File: src/rtl/ysyx_22040175_hazard_sb_pkg.sv
// Shared constants for the hazard scoreboard / forwarding unit.
//   - default widths and depths used as parameter defaults
//   - forward-select encoding (0 = register file, k+1 = tracked stage k)
//   - scoreboard entry field widths
package ysyx_22040175_hazard_sb_pkg;

    localparam int unsigned XLEN_DEF             = 64;
    localparam int unsigned REG_ADDR_WIDTH_DEF   = 5;
    localparam int unsigned NUM_STAGES_DEF       = 3;
    localparam int unsigned LOAD_READY_STAGE_DEF = 1;
    localparam int unsigned CNT_W_DEF            = 32;

    // Forward-select encoding
    localparam int unsigned FWD_RF         = 0;
    localparam int unsigned FWD_STAGE_BASE = 1;

    // Scoreboard entry fields: {valid, waddr, is_load}
    localparam int unsigned ENT_VALID_W = 1;
    localparam int unsigned ENT_LOAD_W  = 1;

endpackage

File: src/rtl/ysyx_22040175_hazard_sb_if.sv
// Bus between the ID stage and the hazard scoreboard.
//   master: ID-side driver of the decoded instruction, regfile data,
//           per-stage results, flush and hold
//   slave : scoreboard returning stall, forward selects, resolved operands
//           and the performance counters
interface ysyx_22040175_hazard_sb_if #(
    parameter int unsigned XLEN           = 64,
    parameter int unsigned REG_ADDR_WIDTH = 5,
    parameter int unsigned NUM_STAGES     = 3,
    parameter int unsigned SEL_W          = $clog2(NUM_STAGES + 1),
    parameter int unsigned CNT_W          = 32
) ();

    logic                          id_valid;
    logic [REG_ADDR_WIDTH-1:0]     id_rs1;
    logic [REG_ADDR_WIDTH-1:0]     id_rs2;
    logic                          id_rs1_used;
    logic                          id_rs2_used;
    logic                          id_wen;
    logic [REG_ADDR_WIDTH-1:0]     id_waddr;
    logic                          id_is_load;
    logic [XLEN-1:0]               rf_rdata1;
    logic [XLEN-1:0]               rf_rdata2;
    logic [NUM_STAGES*XLEN-1:0]    stage_wdata;
    logic                          flush;
    logic                          hold;

    logic                          stall;
    logic [SEL_W-1:0]              fwd_sel1;
    logic [SEL_W-1:0]              fwd_sel2;
    logic [XLEN-1:0]               op1_data;
    logic [XLEN-1:0]               op2_data;
    logic [CNT_W-1:0]              stall_cnt;
    logic [CNT_W-1:0]              fwd_cnt;

    modport master (
        output id_valid, id_rs1, id_rs2, id_rs1_used, id_rs2_used,
               id_wen, id_waddr, id_is_load, rf_rdata1, rf_rdata2,
               stage_wdata, flush, hold,
        input  stall, fwd_sel1, fwd_sel2, op1_data, op2_data,
               stall_cnt, fwd_cnt
    );

    modport slave (
        input  id_valid, id_rs1, id_rs2, id_rs1_used, id_rs2_used,
               id_wen, id_waddr, id_is_load, rf_rdata1, rf_rdata2,
               stage_wdata, flush, hold,
        output stall, fwd_sel1, fwd_sel2, op1_data, op2_data,
               stall_cnt, fwd_cnt
    );

endinterface

File: src/rtl/ysyx_22040175_fwd_lookup.sv
// Priority match of one source operand against the in-flight writes.
//   i_valid/i_waddr/i_is_load : scoreboard entries, index 0 = youngest (EX)
//   i_rs/i_used               : source index and whether it is read
//   i_rf_rdata/i_stage_wdata  : fallback and per-stage result data
//   o_fwd_sel_c/o_data_c      : selected source and operand value
//   o_load_use_c              : youngest producer is a load not yet ready
module ysyx_22040175_fwd_lookup
    import ysyx_22040175_hazard_sb_pkg::*;
#(
    parameter int unsigned XLEN             = XLEN_DEF,
    parameter int unsigned REG_ADDR_WIDTH   = REG_ADDR_WIDTH_DEF,
    parameter int unsigned NUM_STAGES       = NUM_STAGES_DEF,
    parameter int unsigned LOAD_READY_STAGE = LOAD_READY_STAGE_DEF,
    parameter int unsigned SEL_W            = $clog2(NUM_STAGES + 1)
) (
    input  logic [NUM_STAGES-1:0]                i_valid,
    input  logic [NUM_STAGES*REG_ADDR_WIDTH-1:0] i_waddr,
    input  logic [NUM_STAGES-1:0]                i_is_load,
    input  logic [REG_ADDR_WIDTH-1:0]            i_rs,
    input  logic                                 i_used,
    input  logic [XLEN-1:0]                      i_rf_rdata,
    input  logic [NUM_STAGES*XLEN-1:0]           i_stage_wdata,
    output logic [SEL_W-1:0]                     o_fwd_sel_c,
    output logic [XLEN-1:0]                      o_data_c,
    output logic                                 o_load_use_c
);

    logic w_hit;

    // Scan from youngest to oldest; the first match decides.
    always_comb begin
        o_fwd_sel_c  = SEL_W'(FWD_RF);
        o_data_c     = i_rf_rdata;
        o_load_use_c = 1'b0;
        w_hit        = 1'b0;
        for (int unsigned k = 0; k < NUM_STAGES; k++) begin
            if (!w_hit && i_valid[k] && i_used && (i_rs != '0) &&
                (i_waddr[k*REG_ADDR_WIDTH +: REG_ADDR_WIDTH] == i_rs)) begin
                w_hit = 1'b1;
                if (i_is_load[k] && (k < LOAD_READY_STAGE)) begin
                    o_load_use_c = 1'b1;
                end else begin
                    o_fwd_sel_c = SEL_W'(k + FWD_STAGE_BASE);
                    o_data_c    = i_stage_wdata[k*XLEN +: XLEN];
                end
            end
        end
    end

endmodule

File: src/rtl/ysyx_22040175_hazard_sb.sv
// Hazard scoreboard and forwarding unit between ID and EX/MEM/WB.
//   clk, rst : clock, synchronous active-high reset
//   sb       : slave side of the ID/scoreboard bus (decoded instruction,
//              regfile and stage data, flush/hold in; stall, forward
//              selects, resolved operands and perf counters out)
// Tracks in-flight register writes in a shift register, stalls on
// load-use, and forwards from the youngest producing stage.
module ysyx_22040175_hazard_sb
    import ysyx_22040175_hazard_sb_pkg::*;
#(
    parameter int unsigned XLEN             = XLEN_DEF,
    parameter int unsigned REG_ADDR_WIDTH   = REG_ADDR_WIDTH_DEF,
    parameter int unsigned NUM_STAGES       = NUM_STAGES_DEF,
    parameter int unsigned LOAD_READY_STAGE = LOAD_READY_STAGE_DEF,
    parameter int unsigned SEL_W            = $clog2(NUM_STAGES + 1),
    parameter int unsigned CNT_W            = CNT_W_DEF
) (
    input  logic                      clk,
    input  logic                      rst,
    ysyx_22040175_hazard_sb_if.slave  sb
);

    localparam int unsigned CNT_EXT_W = CNT_W + 1;
    localparam int unsigned RAW       = REG_ADDR_WIDTH;

    // Scoreboard entries, index 0 = EX
    logic [NUM_STAGES-1:0]     r_valid;
    logic [NUM_STAGES*RAW-1:0] r_waddr;
    logic [NUM_STAGES-1:0]     r_is_load;
    logic [CNT_W-1:0]          r_stall_cnt;
    logic [CNT_W-1:0]          r_fwd_cnt;

    logic [SEL_W-1:0]     w_sel1;
    logic [SEL_W-1:0]     w_sel2;
    logic [XLEN-1:0]      w_op1;
    logic [XLEN-1:0]      w_op2;
    logic                 w_lu1;
    logic                 w_lu2;
    logic                 w_stall;
    logic                 w_issue;
    logic                 w_ins_valid;
    logic [1:0]           w_fwd_inc;
    logic [CNT_EXT_W-1:0] w_stall_sum;
    logic [CNT_EXT_W-1:0] w_fwd_sum;
    logic [CNT_W-1:0]     w_stall_cnt_nxt;
    logic [CNT_W-1:0]     w_fwd_cnt_nxt;

    ysyx_22040175_fwd_lookup #(
        .XLEN(XLEN), .REG_ADDR_WIDTH(RAW), .NUM_STAGES(NUM_STAGES),
        .LOAD_READY_STAGE(LOAD_READY_STAGE), .SEL_W(SEL_W)
    ) u_lookup1 (
        .i_valid(r_valid), .i_waddr(r_waddr), .i_is_load(r_is_load),
        .i_rs(sb.id_rs1), .i_used(sb.id_rs1_used),
        .i_rf_rdata(sb.rf_rdata1), .i_stage_wdata(sb.stage_wdata),
        .o_fwd_sel_c(w_sel1), .o_data_c(w_op1), .o_load_use_c(w_lu1)
    );

    ysyx_22040175_fwd_lookup #(
        .XLEN(XLEN), .REG_ADDR_WIDTH(RAW), .NUM_STAGES(NUM_STAGES),
        .LOAD_READY_STAGE(LOAD_READY_STAGE), .SEL_W(SEL_W)
    ) u_lookup2 (
        .i_valid(r_valid), .i_waddr(r_waddr), .i_is_load(r_is_load),
        .i_rs(sb.id_rs2), .i_used(sb.id_rs2_used),
        .i_rf_rdata(sb.rf_rdata2), .i_stage_wdata(sb.stage_wdata),
        .o_fwd_sel_c(w_sel2), .o_data_c(w_op2), .o_load_use_c(w_lu2)
    );

    // Flush kills the ID instruction, so it can never cause a load-use stall.
    always_comb begin
        w_stall     = sb.hold | (sb.id_valid & (w_lu1 | w_lu2) & ~sb.flush);
        w_issue     = sb.id_valid & ~w_stall & ~sb.flush;
        w_ins_valid = w_issue & sb.id_wen & (sb.id_waddr != '0);
        w_fwd_inc   = 2'(w_sel1 != '0) + 2'(w_sel2 != '0);
    end

    // Saturating counter next values: overflow into the extra bit clamps.
    always_comb begin
        w_stall_sum     = CNT_EXT_W'(r_stall_cnt) + CNT_EXT_W'(1);
        w_fwd_sum       = CNT_EXT_W'(r_fwd_cnt) + CNT_EXT_W'(w_fwd_inc);
        w_stall_cnt_nxt = w_stall_sum[CNT_W] ? '1 : w_stall_sum[CNT_W-1:0];
        w_fwd_cnt_nxt   = w_fwd_sum[CNT_W] ? '1 : w_fwd_sum[CNT_W-1:0];
    end

    // Entry shift; a stall or flush shifts in a bubble, hold freezes all.
    always_ff @(posedge clk) begin
        if (rst) begin
            r_valid   <= '0;
            r_waddr   <= '0;
            r_is_load <= '0;
        end else if (!sb.hold) begin
            for (int unsigned k = 1; k < NUM_STAGES; k++) begin
                r_valid[k]               <= r_valid[k-1];
                r_waddr[k*RAW +: RAW]    <= r_waddr[(k-1)*RAW +: RAW];
                r_is_load[k]             <= r_is_load[k-1];
            end
            r_valid[0]      <= w_ins_valid;
            r_waddr[RAW-1:0] <= sb.id_waddr;
            r_is_load[0]    <= sb.id_is_load;
        end
    end

    // Performance counters; hold implies stall, so w_issue is already 0.
    always_ff @(posedge clk) begin
        if (rst) begin
            r_stall_cnt <= '0;
            r_fwd_cnt   <= '0;
        end else begin
            if (w_stall && !sb.hold) begin
                r_stall_cnt <= w_stall_cnt_nxt;
            end
            if (w_issue) begin
                r_fwd_cnt <= w_fwd_cnt_nxt;
            end
        end
    end

    assign sb.stall     = w_stall;
    assign sb.fwd_sel1  = w_sel1;
    assign sb.fwd_sel2  = w_sel2;
    assign sb.op1_data  = w_op1;
    assign sb.op2_data  = w_op2;
    assign sb.stall_cnt = r_stall_cnt;
    assign sb.fwd_cnt   = r_fwd_cnt;

endmodule
File: src/flat_wrapper.sv
// flat-port wrapper written by rule: the top's interface ports become plain ports
module ysyx_22040175_hazard_sb_flat import ysyx_22040175_hazard_sb_pkg::*;
#(
    parameter int unsigned XLEN             = XLEN_DEF,
    parameter int unsigned REG_ADDR_WIDTH   = REG_ADDR_WIDTH_DEF,
    parameter int unsigned NUM_STAGES       = NUM_STAGES_DEF,
    parameter int unsigned LOAD_READY_STAGE = LOAD_READY_STAGE_DEF,
    parameter int unsigned SEL_W            = $clog2(NUM_STAGES + 1),
    parameter int unsigned CNT_W            = CNT_W_DEF
)
  (clk, rst, sb_id_valid, sb_id_rs1, sb_id_rs2, sb_id_rs1_used, sb_id_rs2_used, sb_id_wen, sb_id_waddr, sb_id_is_load, sb_rf_rdata1, sb_rf_rdata2, sb_stage_wdata, sb_flush, sb_hold, sb_stall, sb_fwd_sel1, sb_fwd_sel2, sb_op1_data, sb_op2_data, sb_stall_cnt, sb_fwd_cnt);
  ysyx_22040175_hazard_sb_if #(.XLEN(XLEN), .REG_ADDR_WIDTH(REG_ADDR_WIDTH), .NUM_STAGES(NUM_STAGES), .SEL_W(SEL_W), .CNT_W(CNT_W)) sb_i ();
  input  logic clk;
  input  logic rst;
  input wire logic [$bits(sb_i.id_valid)-1:0] sb_id_valid;
  input wire logic [$bits(sb_i.id_rs1)-1:0] sb_id_rs1;
  input wire logic [$bits(sb_i.id_rs2)-1:0] sb_id_rs2;
  input wire logic [$bits(sb_i.id_rs1_used)-1:0] sb_id_rs1_used;
  input wire logic [$bits(sb_i.id_rs2_used)-1:0] sb_id_rs2_used;
  input wire logic [$bits(sb_i.id_wen)-1:0] sb_id_wen;
  input wire logic [$bits(sb_i.id_waddr)-1:0] sb_id_waddr;
  input wire logic [$bits(sb_i.id_is_load)-1:0] sb_id_is_load;
  input wire logic [$bits(sb_i.rf_rdata1)-1:0] sb_rf_rdata1;
  input wire logic [$bits(sb_i.rf_rdata2)-1:0] sb_rf_rdata2;
  input wire logic [$bits(sb_i.stage_wdata)-1:0] sb_stage_wdata;
  input wire logic [$bits(sb_i.flush)-1:0] sb_flush;
  input wire logic [$bits(sb_i.hold)-1:0] sb_hold;
  output wire logic [$bits(sb_i.stall)-1:0] sb_stall;
  output wire logic [$bits(sb_i.fwd_sel1)-1:0] sb_fwd_sel1;
  output wire logic [$bits(sb_i.fwd_sel2)-1:0] sb_fwd_sel2;
  output wire logic [$bits(sb_i.op1_data)-1:0] sb_op1_data;
  output wire logic [$bits(sb_i.op2_data)-1:0] sb_op2_data;
  output wire logic [$bits(sb_i.stall_cnt)-1:0] sb_stall_cnt;
  output wire logic [$bits(sb_i.fwd_cnt)-1:0] sb_fwd_cnt;
  assign sb_i.id_valid = sb_id_valid;
  assign sb_i.id_rs1 = sb_id_rs1;
  assign sb_i.id_rs2 = sb_id_rs2;
  assign sb_i.id_rs1_used = sb_id_rs1_used;
  assign sb_i.id_rs2_used = sb_id_rs2_used;
  assign sb_i.id_wen = sb_id_wen;
  assign sb_i.id_waddr = sb_id_waddr;
  assign sb_i.id_is_load = sb_id_is_load;
  assign sb_i.rf_rdata1 = sb_rf_rdata1;
  assign sb_i.rf_rdata2 = sb_rf_rdata2;
  assign sb_i.stage_wdata = sb_stage_wdata;
  assign sb_i.flush = sb_flush;
  assign sb_i.hold = sb_hold;
  assign sb_stall = sb_i.stall;
  assign sb_fwd_sel1 = sb_i.fwd_sel1;
  assign sb_fwd_sel2 = sb_i.fwd_sel2;
  assign sb_op1_data = sb_i.op1_data;
  assign sb_op2_data = sb_i.op2_data;
  assign sb_stall_cnt = sb_i.stall_cnt;
  assign sb_fwd_cnt = sb_i.fwd_cnt;
  ysyx_22040175_hazard_sb #(.XLEN(XLEN), .REG_ADDR_WIDTH(REG_ADDR_WIDTH), .NUM_STAGES(NUM_STAGES), .LOAD_READY_STAGE(LOAD_READY_STAGE), .SEL_W(SEL_W), .CNT_W(CNT_W)) u_core (.clk(clk), .rst(rst), .sb(sb_i));
endmodule
File: config.mk
export PLATFORM = sky130hd
export DESIGN_NAME = ysyx_22040175_hazard_sb_flat
export DESIGN_NICKNAME = d
export VERILOG_FILES = /design/src/rtl/ysyx_22040175_hazard_sb_pkg.sv /design/src/rtl/ysyx_22040175_hazard_sb_if.sv /design/src/rtl/ysyx_22040175_fwd_lookup.sv /design/src/rtl/ysyx_22040175_hazard_sb.sv /design/src/flat_wrapper.sv
export SDC_FILE = /design/constraint.sdc
export NUM_CORES = 1
export LEC_CHECK = 0
export ABC_AREA = 1
export ABC_CLOCK_PERIOD_IN_PS = 3800
export BUFFER_PORTS_ARGS = -buffer_cell sky130_fd_sc_hd__buf_2
export CORE_AREA = 2 2 212 214
export DETAILED_ROUTE_END_ITERATION = 12
export DIE_AREA = 0 0 214 216
export GPL_TIMING_DRIVEN = 0
export PLACE_DENSITY = 0.59
export SYNTH_ARGS = -nofsm -noshare
export SYNTH_HDL_FRONTEND = slang
export SYNTH_SLANG_ARGS = --single-unit
File: constraint.sdc
create_clock -name clk -period 3.8 [get_ports clk]
set_input_delay 0.76 -clock clk [delete_from_list [all_inputs] [get_ports clk]]
set_output_delay 0.76 -clock clk [all_outputs]
set_load 0.05 [all_outputs]
==> results by group, run 1 <==
Placement
  • Placed instance count: 3032
  • I/O Buffers: around 540
  • Setup Slack @ Placement: -1.35 ns
  • Placed Area: about 14000 um^2
  • GP Congestion: 1.03
  • DP Wirelength: about 55000 um

Clock network
  • Clk sink count: 83
  • Total CTS buffers: 9
  • TritonCTS clock tree: built
  • Maximum clock path buffer count: 2
  • Hold_buf cts: 0
  • H-Tree Depth: 3
  • Insertion delay of the later-clocked pin in the worst-skew pair: approximately 0.35 ns
  • Reg clk slew, reported paths: approximately 0.07 ns
  • Clock root cell: clkbuf_16

Worst hold path
  • HP Class: reg2reg
  • Hold Path Stages: 2

Yosys
  • Synth Net Count: 2249
  • Yosys warning total: 0
  • Yosys reg bits: 83
  • Top FF cell, synth: dfxtp_1
  • Mean Syn Cell Area: roughly 5.3 um^2
  • Area leader, netlist: nand2_1
  • Top area cells in the synthesized netlist: nand2_1 (25%), dfxtp_1 (16%), o21ai_0 (14%)
  • Register area share after synthesis: 16.5%
  • Synth top area share: between 20% and 30%
  • Synth cell types: 41
  • Mapped Area: 10100 um^2
  • Post-synth EDFFs: 0
  • Post-Syn Instances: between 1500 and 2000
  • Asr flop ratio synth: 0%

Power and ir drop
  • Leakage power: between 6 and 7 nW
  • Power Dens Cells: around 200 nW/um^2
  • PnR Total Power: between 2 and 3 mW
  • VDD IR max: 0.000201 V

Routing
  • Wirelength, routed: 66500 um
  • DRC: 0
  • Number of DRC markers after the initial detailed-route iteration: 1605
  • DR WL/cell: roughly 21 um
  • Vias post-DR: around 16000
  • TritonRoute pass-1 iters: 5
  • Number of vias per cell: just over 5
  • Number of nets with antenna violations after routing: 0

Floorplanning
  • Die X: around 210 um
  • Initial Util: 23.0%
  • Die area: 46200 um^2
  • DIE HEIGHT: between 200 and 250 um
  • Core area: 43800 um^2
  • # rows: a little under 80
  • IO Count: between 500 and 600

Worst setup path
  • Cell count along the critical path: 13
  • Critical Path Start Type: primary input
  • Worst-path cell chain: buf_2 > nor2_1 > nand3_2 > o2111ai_1 > nor2_2 > buf_4 > o21ai_1 > buf_4 > buf_4 > clkbuf_4 > nand2_1 > nand3_1 > buf_2
  • Crit path max-delay family: buffers and inverters
  • Crit end category: output port
  • Critical-path top delay cell: buf_2
  • Crit path buf inv count: 6
  • Worst reg2reg path depth: 21
  • WP data arrival: just under 3 ns
  • Worst EP required: between 3 and 4 ns
  • CP max FO: 10
  • Largest stage delay, worst path: 0.29 ns
  • Crit Path Class: in2out
  • Critical Path Most Common Cell: buf_4

Run status
  • Status: finished, final reports clean

STA
  • Final period utilization: a little over nine tenths
  • Final Setup Violations: 0
  • Setup ws final: 0.100 ns
  • RSZ-0062 raised after global routing: no
  • Final hold violations: 0
  • F_max: roughly 270 MHz
  • Max-slew violations: 0
  • Min Tclk post-route: roughly 3.7 ns
  • Slew HR: 51.1%
  • Max Clock Skew: between 0.008 and 0.009 ns
  • Measured slew at the worst slew-check pin: ~0.73 ns
  • Fin Hold WS: around 0.5 ns
  • Setup_tns: 0 ns

Job
  • # Max-Cap Violations: 0

Global route
  • Antenna violations before repair: 46
  • Overflow left after global routing: 0
  • Gr usage total: between 20% and 30%
  • Vias in the first global route: between 10000 and 15000
  • Largest net degree at the start of global routing: 16
  • First-pass GRT wire length: ~96000 um

Finish
  • Layout Cells excl Fill: ~3100
  • Cell area after layout: around 14000 um^2
  • Layout cell share with drive strength beyond 1: 28.9%
  • Fill count: between 5000 and 6000
  • Area growth, synth to finish: 41.6%
  • Multi-input logic area: ~7500 um^2
  • Net count of the finished layout: 2815
  • Sequential cell area: around 1700 um^2
  • Post-Route Utilization: 32.6%
[placed cells by master (no fill, tap or decap), types with 3 or more instances in the layout]
cell / netlist / routed
nor2_1: 103 / 93
a21oi_2: 10 / 11
xnor2_1: 8 / 7
clkbuf_4: 0 / 25
nor4_1: 3 / 3
diode_2: 0 / 28
nand3_1: 210 / 207
clkbuf_16: 0 / 9
inv_1: 97 / 93
inv_2: 11 / 12
nand4_1: 112 / 112
clkbuf_2: 0 / 13
nand3_4: 2 / 3
dfxtp_1: 83 / 82
buf_1: 8 / 8
a21oi_1: 71 / 70
nand2_2: 3 / 5
xor2_1: 5 / 5
buf_4: 14 / 32
o22ai_1: 7 / 7
or2_2: 8 / 8
o21ai_0: 287 / 285
nand2_1: 663 / 660
buf_2: 33 / 547
clkbuf_1: 79 / 61
o21bai_1: 11 / 11
nor2_2: 3 / 8
nand3b_1: 8 / 8
clkinv_2: 0 / 3
nand3_2: 1 / 3
nor2_4: 3 / 8
o2111ai_1: 6 / 6
nor3_1: 33 / 32
[per-layer routing]
metal	global-route usage (%)	part of all wire [%]	vias to the layer above
li1	-	-	7583
met1	33.1	40	7313
met2	47.4	48	784
met3	4.82	7.1	144
met4	11.1	4.2	16
met5	0	0.14	-
[report_power, final]
| part | switching [mW] | total, mW | leakage [nW] | internal [mW] |
|---|---|---|---|---|
| Sequential | 0.0205 | 0.903 | 0.673 | 0.883 |
| Combinational | 0.738 | 1.04 | 5.68 | 0.306 |
| Clock | 0.398 | 0.914 | 0.148 | 0.516 |
| Total | 1.16 | 2.86 | 6.50 | 1.70 |
[worst paths after layout]
check,slack (ns),start,to
setup / recovery,0.10,sb_id_rs2[3],sb_op2_data[43]
hold / removal,0.50,u_core.sb.fwd_cnt[0],u_core.sb.fwd_cnt[0]
setup reg to reg,0.31,u_core.r_waddr[3],u_core.sb.fwd_cnt[14]
hold reg to reg,0.50,u_core.sb.fwd_cnt[0],u_core.sb.fwd_cnt[0]
[cells in the mapped netlist (all sizes together) (3+ instances only)]
master,n
o2111ai,6
clkbuf,79
nand4,112
nor3,34
xor2,5
inv,108
a21oi,81
dfxtp,83
nor2,109
o21ai,287
nand2,668
or2,10
nand3b,8
nand3,213
o21bai,11
xnor2,9
nor4,3
o22ai,7
buf,59
[registers in the layout (all words and copies together), names as in the netlist]
register	count
u_core.sb.fwd_cnt	32
u_core.sb.stall_cnt	32
u_core.r_valid	3
u_core.r_is_load	1
u_core.r_waddr	15
[kinds of logic (layout without fill, tap and decap cells)]
logic type	Yosys count	count (layout)	share of synthesized area, %
fa+ha+maj	3	3	0.446
simple gates	1158	1158	50.5
buf+inv	246	817	10.4
compound gates	398	398	20.9
flops	83	83	16.5
xor+xnor	14	14	1.29
other cells	0	28	0
[worst register-to-register path: stages, from the launching register on]
cell and delay, ns:
dfxtp_1 0.48, inv_2 0.11, nand2_1 0.10, nand4_1 0.13
nor2_4 0.19, nand2_8 0.08, buf_12 0.15, clkbuf_4 0.21
nor2_4 0.14, nor2_4 0.08, fa_2 0.41, inv_4 0.09
ha_4 0.15, nand3_4 0.10, inv_2 0.09, nand2_2 0.10
nor2_4 0.14, nand2_2 0.10, clkbuf_8 0.19, nand3_1 0.09
nand4_1 0.12, a21oi_1 0.17
[layout make-up]
class                   count  area share [%]
diodes                     28           0.490
plain buffers             138            5.02
clock buffers               9            1.58
clock inverters             7           0.534
inverters                 108            2.89
multi-input cells        1573            52.5
flip-flops and latches     83            11.6
well taps                 592            5.18
repair buffers            555            20.1
[repair_timing]
item / CTS / global route
resized for setup: 42 / 51
buffers inserted: 11 / 6
endpoints found under the hold margin: 0 / 0
endpoints found under the setup margin: 156 / 141
pin swaps: 7 / 8
(Power assumes the default switching activity.)
==> inputs of run 2 (changes only) <==
--- a/config.mk
+++ b/config.mk
@@ -13,2 +13,3 @@
 export DIE_AREA = 0 0 214 216
+export GPL_ROUTABILITY_DRIVEN = 0
 export GPL_TIMING_DRIVEN = 0
==> constraint.sdc (replaced) <==
create_clock -name clk -period 3.8 [get_ports clk]
set_input_delay 0.38 -clock clk [delete_from_list [all_inputs] [get_ports clk]]
set_output_delay 0.38 -clock clk [all_outputs]
set_load 0.05 [all_outputs]
==> run 2 against run 1 <==
Against the previous run: total power rose by 0.45%; utilization fell by 0.47 points; global-route usage fell by 0.62 points; routed wire length fell by 2.5%; critical path depth rose by 7; maximum frequency rose by 3.6%; largest cell class unchanged; highest routed layer unchanged.
==> results by group, run 2 (synthesis gave the netlist of run 1 again) <==
STA
  • Final period utilization: 94.0% (-3.4 points)
  • F_max: 280 MHz (+3.6%)
  • Final hold violations: 0 (unchanged)
  • Final Setup Violations: 0 (unchanged)
  • RSZ-0062 raised after global routing: no
  • Min Tclk post-route: 3.57 ns (-0.128 ns)
  • Measured slew at the worst slew-check pin: 0.919 ns (+0.186 ns)
  • Slew HR: 38.7% (-12 points)
  • Max Clock Skew: 0.0130 ns (+0.00426 ns)
  • Max-slew violations: 0 (unchanged)

Power and ir drop
  • Power Dens Cells: 204 nW/um^2 (+1.9%)
  • Leakage power: 6.39 nW (-1.7%)
  • Switch Pwr: 1.13 mW (-2.4%)
  • PnR Total Power: 2.87 mW (+0.45%)
  • Int Pwr: 1.75 mW (+2.4%)
  • VDD IR max: 0.000219 V (+8.7%)
  • Sw Ratio: 39.3% (-1.2 points)
  • Reg power frac: 31.4% (-0.2 points)
  • Clock power share: 32.4% (+0.5 points)
  • Comb pwr share: 36.1% (-0.4 points)

Global route
  • Antenna violations before repair: 39 (-15%)
  • First-pass GRT wire length: 94300 um (-1.8%)
  • Vias in the first global route: 14800 (+0.24%)
  • Overflow left after global routing: 0 (unchanged)
  • Largest net degree at the start of global routing: 14 (-2)
  • Gr usage total: 26.6% (-0.62 points)

Clock network
  • Maximum clock path buffer count: 2 (unchanged)
  • Total CTS buffers: 9 (unchanged)
  • Reg clk slew, reported paths: 0.07 ns (about the same)
  • Clock root cell: clkbuf_16
  • Hold_buf cts: 0 (unchanged)
  • Clk sink count: 83 (unchanged)
  • H-Tree Depth: 3 (unchanged)
  • Insertion delay of the later-clocked pin in the worst-skew pair: 0.34 ns (about the same)
  • TritonCTS clock tree: built

Routing
  • Number of nets with antenna violations after routing: 0 (unchanged)
  • Wirelength, routed: 64800 um (-2.5%)
  • Vias post-DR: 15900 (+0.64%)
  • Number of DRC markers after the initial detailed-route iteration: 1689 (+5.2%)
  • DR WL/cell: 21.0 um (-2.1%)
  • Number of vias per cell: 5.17 (+1.0%)
  • TritonRoute pass-1 iters: 6 (+1)
  • DRC: 0 (unchanged)

Job
  • # Max-Cap Violations: 0 (unchanged)

Floorplanning
  • Core area: 43800 um^2 (unchanged)
  • IO Count: 541 (unchanged)
  • Initial Util: 23.0% (unchanged)
  • Die X: 214 um (unchanged)
  • Die area: 46200 um^2 (unchanged)
  • DIE HEIGHT: 216 um (unchanged)
  • # rows: 77 (unchanged)

Worst setup path
  • Worst-path cell chain: xnor2_2 > nand2_1 > nor2_4 > nand2_8 > buf_8 > clkbuf_4 > nor2_4 > nor2_2 > fa_2 > inv_2 > ha_4 > nand3_4 > inv_4 > nand2_2 > nor2_4 > nand2_1 > clkbuf_4 > nand2_1 > nand4_1 > a21oi_1
  • WP data arrival: 3.84 ns (+0.90 ns)
  • Critical-path top delay cell: fa_2
  • Worst reg2reg path depth: 20 (-4.8%)
  • R2r setup slk: 0.23 ns (-0.08 ns)
  • Crit Path Class: reg2reg
  • Worst EP required: 4.07 ns (+1.03 ns)
  • Reg-to-reg startpoint: u_core.r_waddr[4]
  • R2R Path End: u_core.sb.fwd_cnt[15]
  • Critical Path Start Type: flop
  • Largest stage delay, worst path: 0.39 ns (+0.10 ns)
  • CP max FO: 10 (unchanged)
  • Crit end category: flop

Finish
  • Fill count: 5176 (+0.15%)
  • Commonest cells after routing, fill and taps aside: nand2_1 (661), buf_2 (570), o21ai_0 (287)
  • Area growth, synth to finish: 39.6%
  • Multi-input logic area: 7480 um^2 (-0.32%)
  • Sequential cell area: 1670 um^2 (+0.60%)
  • Most common cell after layout, fill and taps aside: nand2_1
  • Post-Route Utilization: 32.1% (-0.47 points)
  • Net count of the finished layout: 2802 (-0.46%)
  • Layout cell share with drive strength beyond 1: 28.0% (-0.90 points)

Placement
  • DP Wirelength: 53900 um (-1.8%)
  • I/O Buffers: 538 (unchanged)

Run status
  • Status: finished, final reports clean

Worst hold path
  • Hold Path Stages: 3 (+1)
  • HP Class: in2reg
  • Hold Path Origin: sb_id_is_load
  • Hold EP: u_core.r_is_load[0]
==> run 2: cell types whose count changed in the layout (fill, tap and decap cells not counted), sizes merged <==
cell	previous run	this run
diode	28	29
clkinvlp	2	1
buf	592	604
clkinv	4	2
clkbuf	110	88
==> run 2: worst max path at each step <==
| stage | from | end | slack (ns) |
|---|---|---|---|
| after floorplan | sb_id_rs2[3] | u_core.sb.fwd_cnt[10] | 0.09 |
| after global placement | u_core.r_is_load[0] | u_core.sb.fwd_cnt[10] | -1.17 |
| after detailed placement | u_core.r_is_load[0] | u_core.sb.fwd_cnt[14] | -1.13 |
| after CTS | u_core.r_waddr[2] | u_core.sb.fwd_cnt[14] | 0.008 |
| after global routing | u_core.r_valid[0] | u_core.sb.fwd_cnt[14] | 0.003 |
| final | u_core.r_waddr[4] | u_core.sb.fwd_cnt[15] | 0.23 |
==> run 2: final cells by class <==
type	count	share of cell area (%)
clock inverters	4	0.338
inverters	108	2.90
plain buffers	137	4.72
well taps	592	5.26
multi-input cells	1573	53.1
diodes	29	0.515
repair buffers	543	19.4
flip-flops and latches	83	11.9
clock buffers	12	1.89
==> run 2: critical path, delay by kind of cell (launching register included) <==
kind	cells	cell delay, ns
compound gates	1	0.15
simple gates	11	1.32
fa+ha+maj	2	0.57
xor+xnor	1	0.20
flops	1	0.36
buf+inv	5	0.89
==> run 2: what timing repair did <==
| item | CTS | global route |
|---|---|---|
| setup buffers | 0 | 5 |
| pin swaps | 0 | 1 |
| endpoints found under the setup margin | 37 | 32 |
| gates resized for setup | 34 | 15 |
==> run 2: per-layer routing <==
metal	part of all wire, %	vias to the layer above	track usage (%)
li1	-	7569	-
met3	9.1	158	5.76
met1	39	7309	32.4
met4	5.0	18	13.1
met2	47	887	44.3
met5	0.19	-	0
==> run 2: power by group through the flow <==
stage	logic, mW	clock network, mW	registers (mW)
6_report	1.04	0.933	0.904
2_1_floorplan	0.576	0	0.914
4_1_cts	1.02	0.946	0.903
3_3_place_gp	1.02	0	0.922
3_5_place_dp	1.01	0	0.922
5_1_grt	1.10	0.974	0.905
==> run 2: per-stage QoR <==
stage               setup slack [ns]  hold slack [ns]  setup TNS (ns)  instances  cell area, um^2
floorplan                     0.0870            0.468               0       1902            10100
global placement               -1.17            0.490          -35.18       3032            13500
detailed placement             -1.13            0.495          -34.36       3032            13500
CTS                          0.00763            0.317               0       3048            13900
global route                 0.00280            0.346               0       3075            14100
finish                         0.229            0.331               0       3081            14100
==> inputs of run 3 (changes only) <==
- ABC_CLOCK_PERIOD_IN_PS: 3800 -> 4390
- PLACE_DENSITY: 0.59 -> not set
- PLACE_DENSITY_LB_ADDON: not set -> 0.05
- clock period: 3.8 -> 4.39 ns (I/O delays scaled with it)
==> run 3 against run 2 <==
Against the previous run: flip-flop and latch count is the same; via count down 2.4%; worst hold slack gained 0.018 ns; clock skew decreased by 0.00065 ns; clock power down 11%; highest routed layer unchanged.
==> results by group, run 3 (synthesis gave the netlist of run 1 again) <==
Worst setup path
  • Worst-path cell chain: nand2_1 > inv_1 > nand4_1 > nor2_1 > nand2_4 > buf_6 > clkbuf_2 > nor2_1 > nor2_2 > fa_2 > inv_2 > ha_4 > nand3_1 > inv_1 > nand2_1 > nor2_4 > nand2_1 > clkbuf_2 > nand3_1 > nand4_1 > a21oi_1
  • Critical Path Most Common Cell: nand2_1
  • CP max FO: 10 (unchanged)
  • Crit path buf inv count: 6 (+1)
  • WP data arrival: 4.36 ns (+0.52 ns)
  • Critical Path Start Type: flop
  • Crit Path Class: reg2reg
  • Critical-path top delay cell: dfxtp_1
  • Crit path max-delay family: simple AND/OR/NAND/NOR gates
  • Crit end category: flop
  • Largest stage delay, worst path: 0.41 ns (+0.02 ns)
  • Worst EP required: 4.68 ns (+0.61 ns)

Global route
  • Antenna violations before repair: 41 (+5.1%)
  • First-pass GRT wire length: 95000 um (+0.79%)
  • Vias in the first global route: 14900 (+0.28%)
  • Overflow left after global routing: 0 (unchanged)
  • Gr usage total: 26.7% (+0.12 points)
  • Largest net degree at the start of global routing: 14 (unchanged)

Finish
  • Layout cell share with drive strength beyond 1: 27.1% (-0.84 points)
  • Most common cell after layout, fill and taps aside: nand2_1
  • Commonest cells after routing, fill and taps aside: nand2_1 (663), buf_2 (571), o21ai_0 (287)
  • Fill count: 5234 (+1.1%)
  • Net count of the finished layout: 2798 (-0.14%)
  • Layout Cells excl Fill: 3078 (-0.097%)
  • Post-Route Utilization: 31.8% (-0.31 points)
  • Area growth, synth to finish: 38.2%

Floorplanning
  • Core area: 43800 um^2 (unchanged)
  • Die X: 214 um (unchanged)
  • Initial Util: 23.0% (unchanged)
  • # rows: 77 (unchanged)
  • IO Count: 541 (unchanged)
  • Die area: 46200 um^2 (unchanged)
  • DIE HEIGHT: 216 um (unchanged)

Routing
  • TritonRoute pass-1 iters: 6 (unchanged)
  • Vias post-DR: 15600 (-2.4%)
  • DRC: 0 (unchanged)
  • Number of vias per cell: 5.05 (-2.3%)
  • DR WL/cell: 21.1 um (+0.32%)
  • Number of nets with antenna violations after routing: 0 (unchanged)
  • Wirelength, routed: 64900 um (+0.22%)
  • Number of DRC markers after the initial detailed-route iteration: 1144 (-32%)

STA
  • Fin Hold WS: 0.349 ns (+0.0179 ns)
  • Slew HR: 38.8% (about the same)
  • Max-slew violations: 0 (unchanged)
  • Measured slew at the worst slew-check pin: 0.919 ns (-0.000492 ns)
  • Min Tclk post-route: 4.07 ns (+0.498 ns)
  • RSZ-0062 raised after global routing: no
  • Max Clock Skew: 0.0124 ns (-0.000647 ns)
  • F_max: 246 MHz (-12%)
  • Final period utilization: 92.7% (-1.3 points)
  • Final hold violations: 0 (unchanged)
  • Final Setup Violations: 0 (unchanged)

Placement
  • I/O Buffers: 538 (unchanged)
  • Placed instance count: 3032 (unchanged)
  • DP Wirelength: 53500 um (-0.59%)

Worst hold path
  • HP Class: in2reg

Clock network
  • Maximum clock path buffer count: 2 (unchanged)
  • Total CTS buffers: 9 (unchanged)
  • Clock root cell: clkbuf_16
  • TritonCTS clock tree: built
  • Post-CTS setup buffers: 0 (unchanged)
  • Insertion delay of the later-clocked pin in the worst-skew pair: 0.37 ns (+0.03 ns)
  • Clk sink count: 83 (unchanged)
  • H-Tree Depth: 3 (unchanged)
  • Reg clk slew, reported paths: 0.07 ns (about the same)

Power and ir drop
  • Comb pwr share: 34.9% (-1.2 points)
  • Clock power share: 33.6% (+1.2 points)
  • VDD IR max: 0.000166 V (-24%)
  • Sw Ratio: 38.9% (-0.35 points)
  • Reg power frac: 31.5% (about the same)
  • Power Dens Cells: 178 nW/um^2 (-13%)
  • Int Pwr: 1.52 mW (-13%)
  • Switch Pwr: 0.967 mW (-14%)
  • Leakage power: 6.35 nW (-0.63%)

Job
  • # Max-Cap Violations: 0 (unchanged)

Run status
  • Status: finished, final reports clean
run 3: cell types whose count changed in the layout (fill, tap and decap cells not counted), moves of 3 or more:
cell,previous run,this run
dfxtp_1,76,79
clkbuf_8,3,0
buf_4,22,14
nor2_4,7,4
nor2_1,97,101
clkbuf_2,1,5
run 3: through the flow:
stage               worst slack [ns]  instance area (um^2)  TNS (ns)  power, mW
floorplan                      0.618                 10100         0       1.29
global placement              -0.613                 13500    -17.02       1.66
detailed placement            -0.569                 13500    -15.27       1.66
CTS                           0.0486                 13900         0       2.50
global route                 0.00241                 13900         0       2.60
finish                         0.320                 14000         0       2.48
run 3: per-layer routing:
metal	wire (um)	global-route usage, %	share of wire, %	up-vias
li1	-	-	-	7546
met4	1750	10.3	2.7	14
met1	26400	32.2	41	7264
met3	4010	4.41	6.2	101
met5	80	0	0.12	-
met2	32700	47.3	50	634
run 3: path summary, 6_finish.rpt:
check,from,endpoint,slack [ns],depth (start not counted)
worst max register to register,u_core.r_valid[0],u_core.sb.fwd_cnt[10],0.32,21
worst min register to register,u_core.sb.fwd_cnt[0],u_core.sb.fwd_cnt[0],0.52,2
worst min-delay path,sb_id_is_load,u_core.r_is_load[0],0.35,3
worst max-delay path,u_core.r_valid[0],u_core.sb.fwd_cnt[10],0.32,21
run 3: worst reg2reg max path: cells and delay by family (launching register included):
family / cells / cell delay, ns
AOI/OAI and AO/OA: 1 / 0.16
adders and majority gates: 2 / 0.60
buffers and inverters: 6 / 1.07
DFF: 1 / 0.41
and+or+nand+nor: 12 / 1.75
run 3: timing repair:
| action | CTS | global route |
|---|---|---|
| hold buffers | 0 | 0 |
| pin swaps | 0 | 0 |
| gates cloned | 0 | 0 |
| gates resized for setup | 11 | 9 |
| setup endpoints to repair | 31 | 30 |
run 3: area by class of cell:
cell class	instances	area, um^2	area share (%)
Inverter	108	405	2.91
Clock inverter	5	78.8	0.565
Timing Repair Buffer	538	2690	19.3
Clock buffer	10	229	1.64
Tap cell	592	741	5.31
Antenna cell	31	77.6	0.556
Buffer	138	652	4.67
Multi-Input combinational cell	1573	7410	53.1
Sequential cell	83	1670	11.9
run 3: power by group through the flow:
stage / logic [mW] / clock network, mW / registers [mW]
floorplan: 0.499 / 0 / 0.791
global route: 0.932 / 0.880 / 0.783
CTS: 0.864 / 0.858 / 0.781
detailed placement: 0.861 / 0 / 0.798
global placement: 0.861 / 0 / 0.798
finish: 0.868 / 0.834 / 0.782
